--- config.mk ---
export PLATFORM = sky130hd
export DESIGN_NAME = dbus_req_ctrl_flat
export DESIGN_NICKNAME = d
export VERILOG_FILES = /design/src/rtl/dbus_req_ctrl_if.sv /design/src/rtl/dbus_req_ctrl.sv /design/src/flat_wrapper.sv
export SDC_FILE = /design/constraint.sdc
export NUM_CORES = 1
export LEC_CHECK = 0
export BUFFER_PORTS_ARGS = -buffer_cell sky130_fd_sc_hd__buf_2
export CAP_MARGIN = 20
export CORE_ASPECT_RATIO = 0.5
export CORE_MARGIN = 1.5
export CORE_UTILIZATION = 45
export CTS_BUF_LIST = sky130_fd_sc_hd__clkbuf_8
export DETAILED_ROUTE_END_ITERATION = 6
export HOLD_SLACK_MARGIN = 0.15
export PLACE_DENSITY_LB_ADDON = 0.05
export SLEW_MARGIN = 20
export SYNTH_ARGS = -nofsm -noshare
export SYNTH_HDL_FRONTEND = slang
export SYNTH_SLANG_ARGS = --single-unit
--- constraint.sdc ---
create_clock -name clk -period 1.8 [get_ports clk]
set_input_delay 0.18 -clock clk [delete_from_list [all_inputs] [get_ports clk]]
set_output_delay 0.18 -clock clk [all_outputs]
set_load 0.05 [all_outputs]
--- src/rtl/dbus_req_ctrl_if.sv ---
// Data-side bus request/response bundle between the MEM-stage controller and the bridge.
// master: controller drives request; slave: bridge accepts and returns in-order responses.
interface dbus_req_ctrl_if #(
  parameter int ADDR_W = 32,
  parameter int DATA_W = 32
);
  logic                  dbus_valid;
  logic                  dbus_ready;
  logic                  dbus_wr;
  logic [ADDR_W-1:0]     dbus_addr;
  logic [DATA_W-1:0]     dbus_wdata;
  logic [DATA_W/8-1:0]   dbus_wstrb;
  logic                  dbus_resp;
  logic [DATA_W-1:0]     dbus_rdata;

  modport master (
    output dbus_valid,
    output dbus_wr,
    output dbus_addr,
    output dbus_wdata,
    output dbus_wstrb,
    input  dbus_ready,
    input  dbus_resp,
    input  dbus_rdata
  );

  modport slave (
    input  dbus_valid,
    input  dbus_wr,
    input  dbus_addr,
    input  dbus_wdata,
    input  dbus_wstrb,
    output dbus_ready,
    output dbus_resp,
    output dbus_rdata
  );
endinterface

--- src/rtl/dbus_req_ctrl.sv ---
// MEM-stage data-bus request controller: TLB/flush gating, registered valid/ready
// request, in-order response flag FIFO, load data return and pipeline stall.
// Ports: clk, rst (sync, high); mem_* op; tlbd_*; exr_valid; dbus (master);
// rdata_valid/rdata load return; tlb_exc, stall (combinational).
module dbus_req_ctrl #(
  parameter int ADDR_W    = 32,
  parameter int DATA_W    = 32,
  parameter int MAX_OUTST = 2
) (
  input  logic                clk,
  input  logic                rst,
  input  logic                mem_read,
  input  logic                mem_write,
  input  logic [ADDR_W-1:0]   mem_addr,
  input  logic [DATA_W-1:0]   mem_wdata,
  input  logic [DATA_W/8-1:0] mem_wstrb,
  input  logic                tlbd_ready,
  input  logic                tlbd_miss,
  input  logic                exr_valid,
  dbus_req_ctrl_if.master     dbus,
  output logic                rdata_valid,
  output logic [DATA_W-1:0]   rdata,
  output logic                tlb_exc,
  output logic                stall
);

  localparam int SW = DATA_W / 8;
  localparam int PW = (MAX_OUTST > 1) ? $clog2(MAX_OUTST) : 1;
  localparam int CW = $clog2(MAX_OUTST + 1);

  typedef enum logic [1:0] {
    IDLE,
    REQ,
    WAIT,
    KREQ
  } state_t;

  state_t state_q;
  state_t state_d;

  logic [MAX_OUTST-1:0] rd_q;
  logic [MAX_OUTST-1:0] kill_q;
  logic [PW-1:0]        head_q;
  logic [PW-1:0]        tail_q;
  logic [CW-1:0]        cnt_q;

  logic op;
  logic full;
  logic issue;
  logic hs;
  logic push;
  logic pop;
  logic push_kill;
  logic head_rd;
  logic head_kill;
  logic done;

  function automatic logic [PW-1:0] nxt(
    input logic [PW-1:0] p
  );
    if (p == PW'(MAX_OUTST - 1)) begin
      nxt = '0;
    end else begin
      nxt = p + PW'(1);
    end
  endfunction

  assign op    = mem_read | mem_write;
  assign full  = (cnt_q == CW'(MAX_OUTST));
  assign hs    = dbus.dbus_valid & dbus.dbus_ready;
  assign issue = (state_q == IDLE) & op & tlbd_ready
               & ~tlbd_miss & ~exr_valid & ~full;

  // Every accepted request owns one response slot.
  assign push = hs;
  // A response arriving with nothing tracked is dropped.
  assign pop  = dbus.dbus_resp & (cnt_q != '0);

  // A request accepted while flushed, or after its op was flushed,
  // must never return data to the pipeline.
  assign push_kill = exr_valid | (state_q == KREQ);

  assign head_rd   = rd_q[head_q];
  assign head_kill = kill_q[head_q];

  assign tlb_exc = (state_q == IDLE) & op & tlbd_ready
                 & tlbd_miss & ~exr_valid;

  // Completion is tied to the state that owns the current op so that
  // handshakes of killed requests never release a younger op.
  assign done = ((state_q == REQ) & hs & dbus.dbus_wr)
              | ((state_q == WAIT) & rdata_valid);

  assign stall = op & ~exr_valid & ~tlb_exc & ~done;

  always_ff @(posedge clk) begin
    if (rst) begin
      state_q <= IDLE;
    end else begin
      state_q <= state_d;
    end
  end

  // WAIT is left on the data-return cycle rather than the response
  // cycle, so the completing op is never re-issued from IDLE.
  always_comb begin
    state_d = state_q;
    unique case (state_q)
      IDLE: begin
        if (issue) begin
          state_d = REQ;
        end
      end
      REQ: begin
        if (hs) begin
          if (dbus.dbus_wr | exr_valid) begin
            state_d = IDLE;
          end else begin
            state_d = WAIT;
          end
        end else if (exr_valid) begin
          state_d = KREQ;
        end
      end
      WAIT: begin
        if (exr_valid | rdata_valid) begin
          state_d = IDLE;
        end
      end
      KREQ: begin
        if (hs) begin
          state_d = IDLE;
        end
      end
      default: state_d = IDLE;
    endcase
  end

  always_ff @(posedge clk) begin
    if (rst) begin
      dbus.dbus_valid <= 1'b0;
      dbus.dbus_wr    <= 1'b0;
      dbus.dbus_addr  <= '0;
      dbus.dbus_wdata <= '0;
      dbus.dbus_wstrb <= '0;
    end else if (issue) begin
      dbus.dbus_valid <= 1'b1;
      dbus.dbus_wr    <= mem_write;
      dbus.dbus_addr  <= mem_addr;
      dbus.dbus_wdata <= mem_wdata;
      dbus.dbus_wstrb <= mem_write ? mem_wstrb : SW'(0);
    end else if (hs) begin
      dbus.dbus_valid <= 1'b0;
    end
  end

  always_ff @(posedge clk) begin
    if (rst) begin
      rd_q   <= '0;
      kill_q <= '0;
      head_q <= '0;
      tail_q <= '0;
      cnt_q  <= '0;
    end else begin
      if (exr_valid) begin
        kill_q <= '1;
      end
      if (push) begin
        rd_q[tail_q]   <= ~dbus.dbus_wr;
        kill_q[tail_q] <= push_kill;
        tail_q         <= nxt(tail_q);
      end
      if (pop) begin
        head_q <= nxt(head_q);
      end
      if (push & ~pop) begin
        cnt_q <= cnt_q + CW'(1);
      end else if (pop & ~push) begin
        cnt_q <= cnt_q - CW'(1);
      end
    end
  end

  // A flush in the response cycle also suppresses the return.
  always_ff @(posedge clk) begin
    if (rst) begin
      rdata_valid <= 1'b0;
      rdata       <= '0;
    end else begin
      rdata_valid <= pop & head_rd & ~head_kill & ~exr_valid;
      if (pop & head_rd & ~head_kill & ~exr_valid) begin
        rdata <= dbus.dbus_rdata;
      end
    end
  end

endmodule

--- src/flat_wrapper.sv ---
// flat-port wrapper written by rule: the top's interface ports become plain ports
module dbus_req_ctrl_flat 
#(
  parameter int ADDR_W    = 32,
  parameter int DATA_W    = 32,
  parameter int MAX_OUTST = 2
)
  (clk, rst, mem_read, mem_write, mem_addr, mem_wdata, mem_wstrb, tlbd_ready, tlbd_miss, exr_valid, rdata_valid, rdata, tlb_exc, stall, dbus_dbus_valid, dbus_dbus_wr, dbus_dbus_addr, dbus_dbus_wdata, dbus_dbus_wstrb, dbus_dbus_ready, dbus_dbus_resp, dbus_dbus_rdata);
  dbus_req_ctrl_if #(.ADDR_W(ADDR_W), .DATA_W(DATA_W)) dbus_i ();
  input  logic clk;
  input  logic rst;
  input  logic mem_read;
  input  logic mem_write;
  input  logic [ADDR_W-1:0] mem_addr;
  input  logic [DATA_W-1:0] mem_wdata;
  input  logic [DATA_W/8-1:0] mem_wstrb;
  input  logic tlbd_ready;
  input  logic tlbd_miss;
  input  logic exr_valid;
  output logic rdata_valid;
  output logic [DATA_W-1:0] rdata;
  output logic tlb_exc;
  output logic stall;
  output wire logic [$bits(dbus_i.dbus_valid)-1:0] dbus_dbus_valid;
  output wire logic [$bits(dbus_i.dbus_wr)-1:0] dbus_dbus_wr;
  output wire logic [$bits(dbus_i.dbus_addr)-1:0] dbus_dbus_addr;
  output wire logic [$bits(dbus_i.dbus_wdata)-1:0] dbus_dbus_wdata;
  output wire logic [$bits(dbus_i.dbus_wstrb)-1:0] dbus_dbus_wstrb;
  input wire logic [$bits(dbus_i.dbus_ready)-1:0] dbus_dbus_ready;
  input wire logic [$bits(dbus_i.dbus_resp)-1:0] dbus_dbus_resp;
  input wire logic [$bits(dbus_i.dbus_rdata)-1:0] dbus_dbus_rdata;
  assign dbus_dbus_valid = dbus_i.dbus_valid;
  assign dbus_dbus_wr = dbus_i.dbus_wr;
  assign dbus_dbus_addr = dbus_i.dbus_addr;
  assign dbus_dbus_wdata = dbus_i.dbus_wdata;
  assign dbus_dbus_wstrb = dbus_i.dbus_wstrb;
  assign dbus_i.dbus_ready = dbus_dbus_ready;
  assign dbus_i.dbus_resp = dbus_dbus_resp;
  assign dbus_i.dbus_rdata = dbus_dbus_rdata;
  dbus_req_ctrl #(.ADDR_W(ADDR_W), .DATA_W(DATA_W), .MAX_OUTST(MAX_OUTST)) u_core (.clk(clk), .rst(rst), .mem_read(mem_read), .mem_write(mem_write), .mem_addr(mem_addr), .mem_wdata(mem_wdata), .mem_wstrb(mem_wstrb), .tlbd_ready(tlbd_ready), .tlbd_miss(tlbd_miss), .exr_valid(exr_valid), .dbus(dbus_i), .rdata_valid(rdata_valid), .rdata(rdata), .tlb_exc(tlb_exc), .stall(stall));
endmodule
### Word-level counts from Yosys, hierarchy flattened

Index checks and enable logic that the tools add are counted.

| storage, ports and cells | value |
|---|---|
| flip-flop bits (word level) | 113 |
| input port bits | 109 |
| output and inout bits | 105 |
| word-level logic and storage cells | 93 |

| cells by class | value |
|---|---|
| add/sub/neg operators | 4 |
| magnitude comparators | 3 |
| eq/ne operators | 8 |
| muxes and demuxes | 25 |
| bitwise operators | 34 |
| reduce and logical (&&, ||, !) cells | 6 |

Operator list:

| cell | number |
|---|---|
| 2-bit two-way mux | 11 |
| 1-bit bitwise AND | 20 |
| 1-bit two-way mux | 9 |
| 1-bit NOT | 9 |
| 2-bit case mux with 4 select lines | 1 |
| 2-bit equality test, second input constant | 3 |
| 2-bit nonzero test | 3 |
| 1-bit OR | 5 |
| 2-bit bitwise mux | 2 |
| 1-bit by 2-bit less-than comparator with 1-bit output, second input constant | 2 |
| 4-bit two-way mux | 1 |
| 2-bit by 1-bit != test with 1-bit output, second input constant | 2 |
| 4-bit AND reduction | 1 |
| 3-bit by 2-bit != test with 1-bit output, second input constant | 1 |
| 1-bit adder, second input constant | 2 |
| 2-bit by 1-bit adder with 2-bit output, second input constant | 1 |
| 2-bit by 1-bit equality test with 1-bit output, second input constant | 1 |
| 2-bit logical NOT | 1 |
| 2-bit != test, second input constant | 1 |
| 2-bit by 1-bit subtractor with 2-bit output, second input constant | 1 |
| 1-bit demux with 1-bit select | 1 |
| 1-bit greater-or-equal comparator, second input constant | 1 |
| 1-bit logical AND | 1 |

### Longest topological paths before layout

| logic depth | value |
|---|---|
| depth after elaboration | 8 |
| gate-level depth with buffers | 6 |

### Least setup slack after synthesis

No wires, ideal clock.

| path | value |
|---|---|
| kind | reg2out |
| start | register u_core.state_q[0] |
| end | output port stall |
| arrival | 2.453 ns |
| path slack | -0.833 ns |
| stages on the path, launching flop included | 4 |
| path buffers | 0 |
| cell sequence | dfxtp_1 or3b_1 nor3_1 nor4_1 |

| on the way | value |
|---|---|
| longest elaborated chain between the ends | 8 |
| elaborated cells on any way between the ends | 15 |

Ends and longest elaborated chain:

| element | RTL line | source |
|---|---|---|
| start, declared | dbus_req_ctrl.sv:38 | `state_t state_q;` |
| start signal, assigned | dbus_req_ctrl.sv:100 | `state_q <= state_d;` |
| 2-bit logical NOT | dbus_req_ctrl.sv:86 | `assign tlb_exc = (state_q == IDLE) & op & tlbd_ready` |
| 1-bit bitwise AND (2 in a row) | dbus_req_ctrl.sv:86 |  |
| 1-bit bitwise AND (2 in a row) | dbus_req_ctrl.sv:87 | `& tlbd_miss & ~exr_valid;` |
| named net tlb_exc | flat_wrapper.sv:22 | `output logic tlb_exc;` |
| 1-bit NOT | dbus_req_ctrl.sv:94 | `assign stall = op & ~exr_valid & ~tlb_exc & ~done;` |
| 1-bit bitwise AND (2 in a row) | dbus_req_ctrl.sv:94 |  |
| end, declared | flat_wrapper.sv:23 | `output logic stall;` |

The timed path passes the listed nets, and every way through them passes these cells.

### Worst setup path after layout

| path | value |
|---|---|
| start | register u_core.state_q[0] |
| end | output port stall |

| on the way | value |
|---|---|
| longest elaborated chain between the ends | 8 |
| elaborated cells on any way between the ends | 15 |

Ends and longest elaborated chain:

| element | RTL line |
|---|---|
| 2-bit logical NOT | dbus_req_ctrl.sv:86 |
| 1-bit bitwise AND (2 in a row) | dbus_req_ctrl.sv:86 |
| 1-bit bitwise AND (2 in a row) | dbus_req_ctrl.sv:87 |
| 1-bit NOT | dbus_req_ctrl.sv:94 |
| 1-bit bitwise AND | dbus_req_ctrl.sv:94 |
| 1-bit bitwise AND (*) | dbus_req_ctrl.sv:94 |

Every way passes the cells marked *; elsewhere a longest branch is shown, timed or not.

==> summary.txt <==
Status
  – Status: finished with violations
  – Failing checks: negative setup slack

Power
  – Power share of the combinational group: 17.0%
  – Leak Pwr: 3.60 nW
  – Power per cell area: 792 nW/um2
  – Switching power of the nets: 1.64 mW
  – Sequential power share: 40.6%
  – Clock power share: 42.4%
  – Maximum vdd ir drop: 0.421 mV
  – Internal: 4.86 mW
  – Sw Ratio: 25.2%

Floorplanning
  – Die width: 153 um
  – CORE AREA: 11000 um2
  – Die area: 12000 um2
  – Initial Util: 46.2%
  – Chip height: 78.2 um
  – Row Count: 27
  – Top-level I/O count: 214

Route
  – M1 WL: 5.90 mm
  – Routed WL: 13.3 mm
  – Via count: 4519
  – DRT iter0 DRCs: 160
  – Met3 WL post-DR: 859 um
  – Detail Route Antenna Nets: 0
  – DR pass1 iterations: 4
  – Number of remaining DRC errors: 0
  – Wire per inst: 13.4 um
  – Met2 WL: 6.38 mm
  – Top Metal Used: met4
  – Drt via density: 4.55

Global route
  – Grt total ovfl: 0
  – Largest net degree at the start of global routing: 75
  – First-pass GRT wire length: 21.5 mm
  – Initial antenna violation count: 0
  – Number of global-route vias before repair: 4667
  – Total track usage: 22.4%

Setup path
  – CP Cell Sequence: or3b_4 > buf_6 > nor3_4 > nor4_4 > buf_6
  – Worst EP required: 1620 ps
  – CP most frequent cell: buf_6
  – Crit path DAT: 1720 ps
  – Max incr delay on CP: 390 ps
  – CP startpoint kind: flip-flop
  – Worst setup EP type: output port
  – Kind of critical path: flip-flop to output port
  – Critical path buffer and inverter count: 2
  – CP top delay family: simple AND/OR/NAND/NOR gates
  – CP max FO: 2
  – Slowest cell on crit path: or3b_4

Worst hold path
  – Worst Hold Class: primary input to flip-flop

Timing
  – Final Hold Fails: 0
  – RSZ-0062 raised after global routing: true
  – F_max: 528 MHz
  – Clk_skew: 16.8 ps
  – # setup viols final: 42
  – Final min period: 1900 ps
  – Final Worst Setup Slack: -95.0 ps
  – Max transition margin: 55.7%
  – Max Slew Vio Count: 0
  – Slew of the pin with the lowest slew margin: 664 ps
  – Tcrit/Tclk final: 105%

Logic synthesis
  – Syn avg cell area: 10.1 um2
  – Synth Register Bits: 113
  – Synth unique cells: 30
  – Netlist Area Pre-Place: 5090 um2
  – Synth Instances: 504
  – Ys Warns: 0
  – Sequential share of the synthesized area: 44.4%
  – Syn_nets: 614

Finish
  – Share of layout cells above drive strength 1: 33.2%
  – Final Core Density: 74.5%
  – NumNets Final: 946
  – Cell Count, Final, Fillers Out: 994
  – Ant. Diodes: 0
  – Layout area overhead: 61.1%

Clock network
  – Root Driver: clkbuf_8
  – CTS tree: done
  – Worst-case clock buffer depth: 2
  – Worst-Skew Late Latency: 430 ps
  – Clock sink total: 113
  – CTS Buf Count: 17
  – Worst-path clk slew: 80 ps
  – Number of H-tree levels: 4

Run
  – Maxcap violations: 0

Place
  – Port buffer count: 213
  – Placed Instances: 847
  – Routability cong.: 0.728
  – Post-detail-place hpwl: 8.18 mm
per-layer routing:
layer  up-vias  track usage [%]
met2       125             38.8
met4         0             9.32
met3        18             7.23
met1      2070             25.8
met5         -                0
li1       2306                -
cell usage after synthesis (all sizes together):
cell type / number / area (um2)
mux2i: 106 / 1060
or3: 1 / 6.26
clkbuf: 24 / 90.1
buf: 11 / 109
or3b: 2 / 17.5
nor4: 2 / 18.8
nor3: 1 / 5.00
nor2: 5 / 18.8
a211oi: 1 / 12.5
or4: 1 / 7.51
a21oi: 6 / 30.0
a31oi: 1 / 6.26
nand3b: 6 / 45.0
o21ai: 3 / 15.0
nand3: 1 / 5.00
and2: 1 / 6.26
nand2: 3 / 11.3
and3b: 1 / 8.76
xor2: 3 / 26.3
nor2b: 2 / 12.5
dfxtp: 113 / 2260
o21bai: 1 / 7.51
nor3b: 1 / 7.51
ha: 1 / 12.5
nand2b: 201 / 1260
nor4b: 2 / 17.5
inv: 4 / 15.0
registers in the layout, summed over array words and instances (netlist names), 2 cells and up:
register / count
u_core.kill_q: 2
u_core.state_q: 2
u_core.rd_q: 2
u_core.dbus.dbus_wdata: 32
u_core.rdata: 32
u_core.dbus.dbus_wstrb: 4
u_core.cnt_q: 2
u_core.dbus.dbus_addr: 32
path summary, 6_finish.rpt:
path	start	endpoint	slack [ps]	cells after the start
max	u_core.state_q[0]$_SDFFE_PP0P_	stall	-100	5
max reg2reg	u_core.state_q[0]$_SDFFE_PP0P_	u_core.dbus.dbus_addr[18]$_SDFFE_PP0P_	-40	7
min reg2reg	u_core.dbus.dbus_wdata[10]$_SDFFE_PP0P_	u_core.dbus.dbus_wdata[10]$_SDFFE_PP0P_	470	2
min	dbus_dbus_ready	u_core.rd_q[1]$_SDFFE_PP0P_	180	4
worst min-delay path: stages:
cell	delay, ps
buf_2	110
nand3_1	120
mux2i_1	80
nor2_1	80
through the flow:
step | power [mW] | hold slack, ps | area, um2 | TNS, ps | setup slack [ps]
2_1_floorplan | 3.26 | 330 | 5120 | 0 | 52.4
3_3_place_gp | 3.54 | 440 | 6450 | 0 | 111
3_5_place_dp | 3.55 | 448 | 6450 | 0 | 58.0
5_1_grt | 6.76 | 206 | 8200 | -3800 | -158
6_report | 6.50 | 180 | 8200 | -900 | -95.0
4_1_cts | 6.48 | 166 | 7970 | -1250 | -109
layout make-up:
| type | instances | area, um2 |
|---|---|---|
| Tap cell | 145 | 181 |
| Fill cell | 798 | 2810 |
| Inverter | 4 | 15.0 |
| Clock buffer | 19 | 262 |
| Timing Repair Buffer | 348 | 2620 |
| Multi-Input combinational cell | 352 | 2670 |
| Sequential cell | 113 | 2260 |
| Clock inverter | 13 | 193 |
timing repair:
action,4_1_cts,5_1_grt
hold endpoints to repair,105,0
setup buffers,1,4
hold buffers,103,0
cloned,0,7
gates resized for setup,8,7
setup endpoints to repair,2,64
cells by family after synthesis:
logic type | Yosys count | share of synthesized area [%]
AO/OA/AOI/OAI | 12 | 1.40
AND/OR/NAND/NOR | 230 | 28.4
adder cells (fa/ha/maj) | 1 | 0.246
multiplexers | 106 | 20.8
buffers and inverters | 39 | 4.20
XOR/XNOR | 3 | 0.516
flip-flops | 113 | 44.4
power groups by stage:
stage / Combinational (mW) / Sequential, mW / Clock [mW]
CTS: 1.04 / 2.64 / 2.80
global placement: 0.844 / 2.69 / 0
detailed placement: 0.855 / 2.69 / 0
floorplan: 0.371 / 2.89 / 0
finish: 1.11 / 2.64 / 2.75
global route: 1.19 / 2.65 / 2.93
cell usage in the layout, fill, tap and decap left out, types with 2 or more instances in the layout:
cell,instances
buf_2,210
nand2b_1,201
dfxtp_1,112
mux2i_1,105
dlygate4sd3_1,103
clkbuf_8,19
buf_4,12
buf_12,8
inv_1,7
clkbuf_16,7
nand3b_1,6
a21oi_1,6
buf_6,6
nor2_1,5
bufinv_16,5
o21ai_0,3
nand2_1,3
xor2_1,3
clkinv_2,3
nor4_4,2
nor2b_1,2
Note: power is estimated with default switching activity, not from simulation.
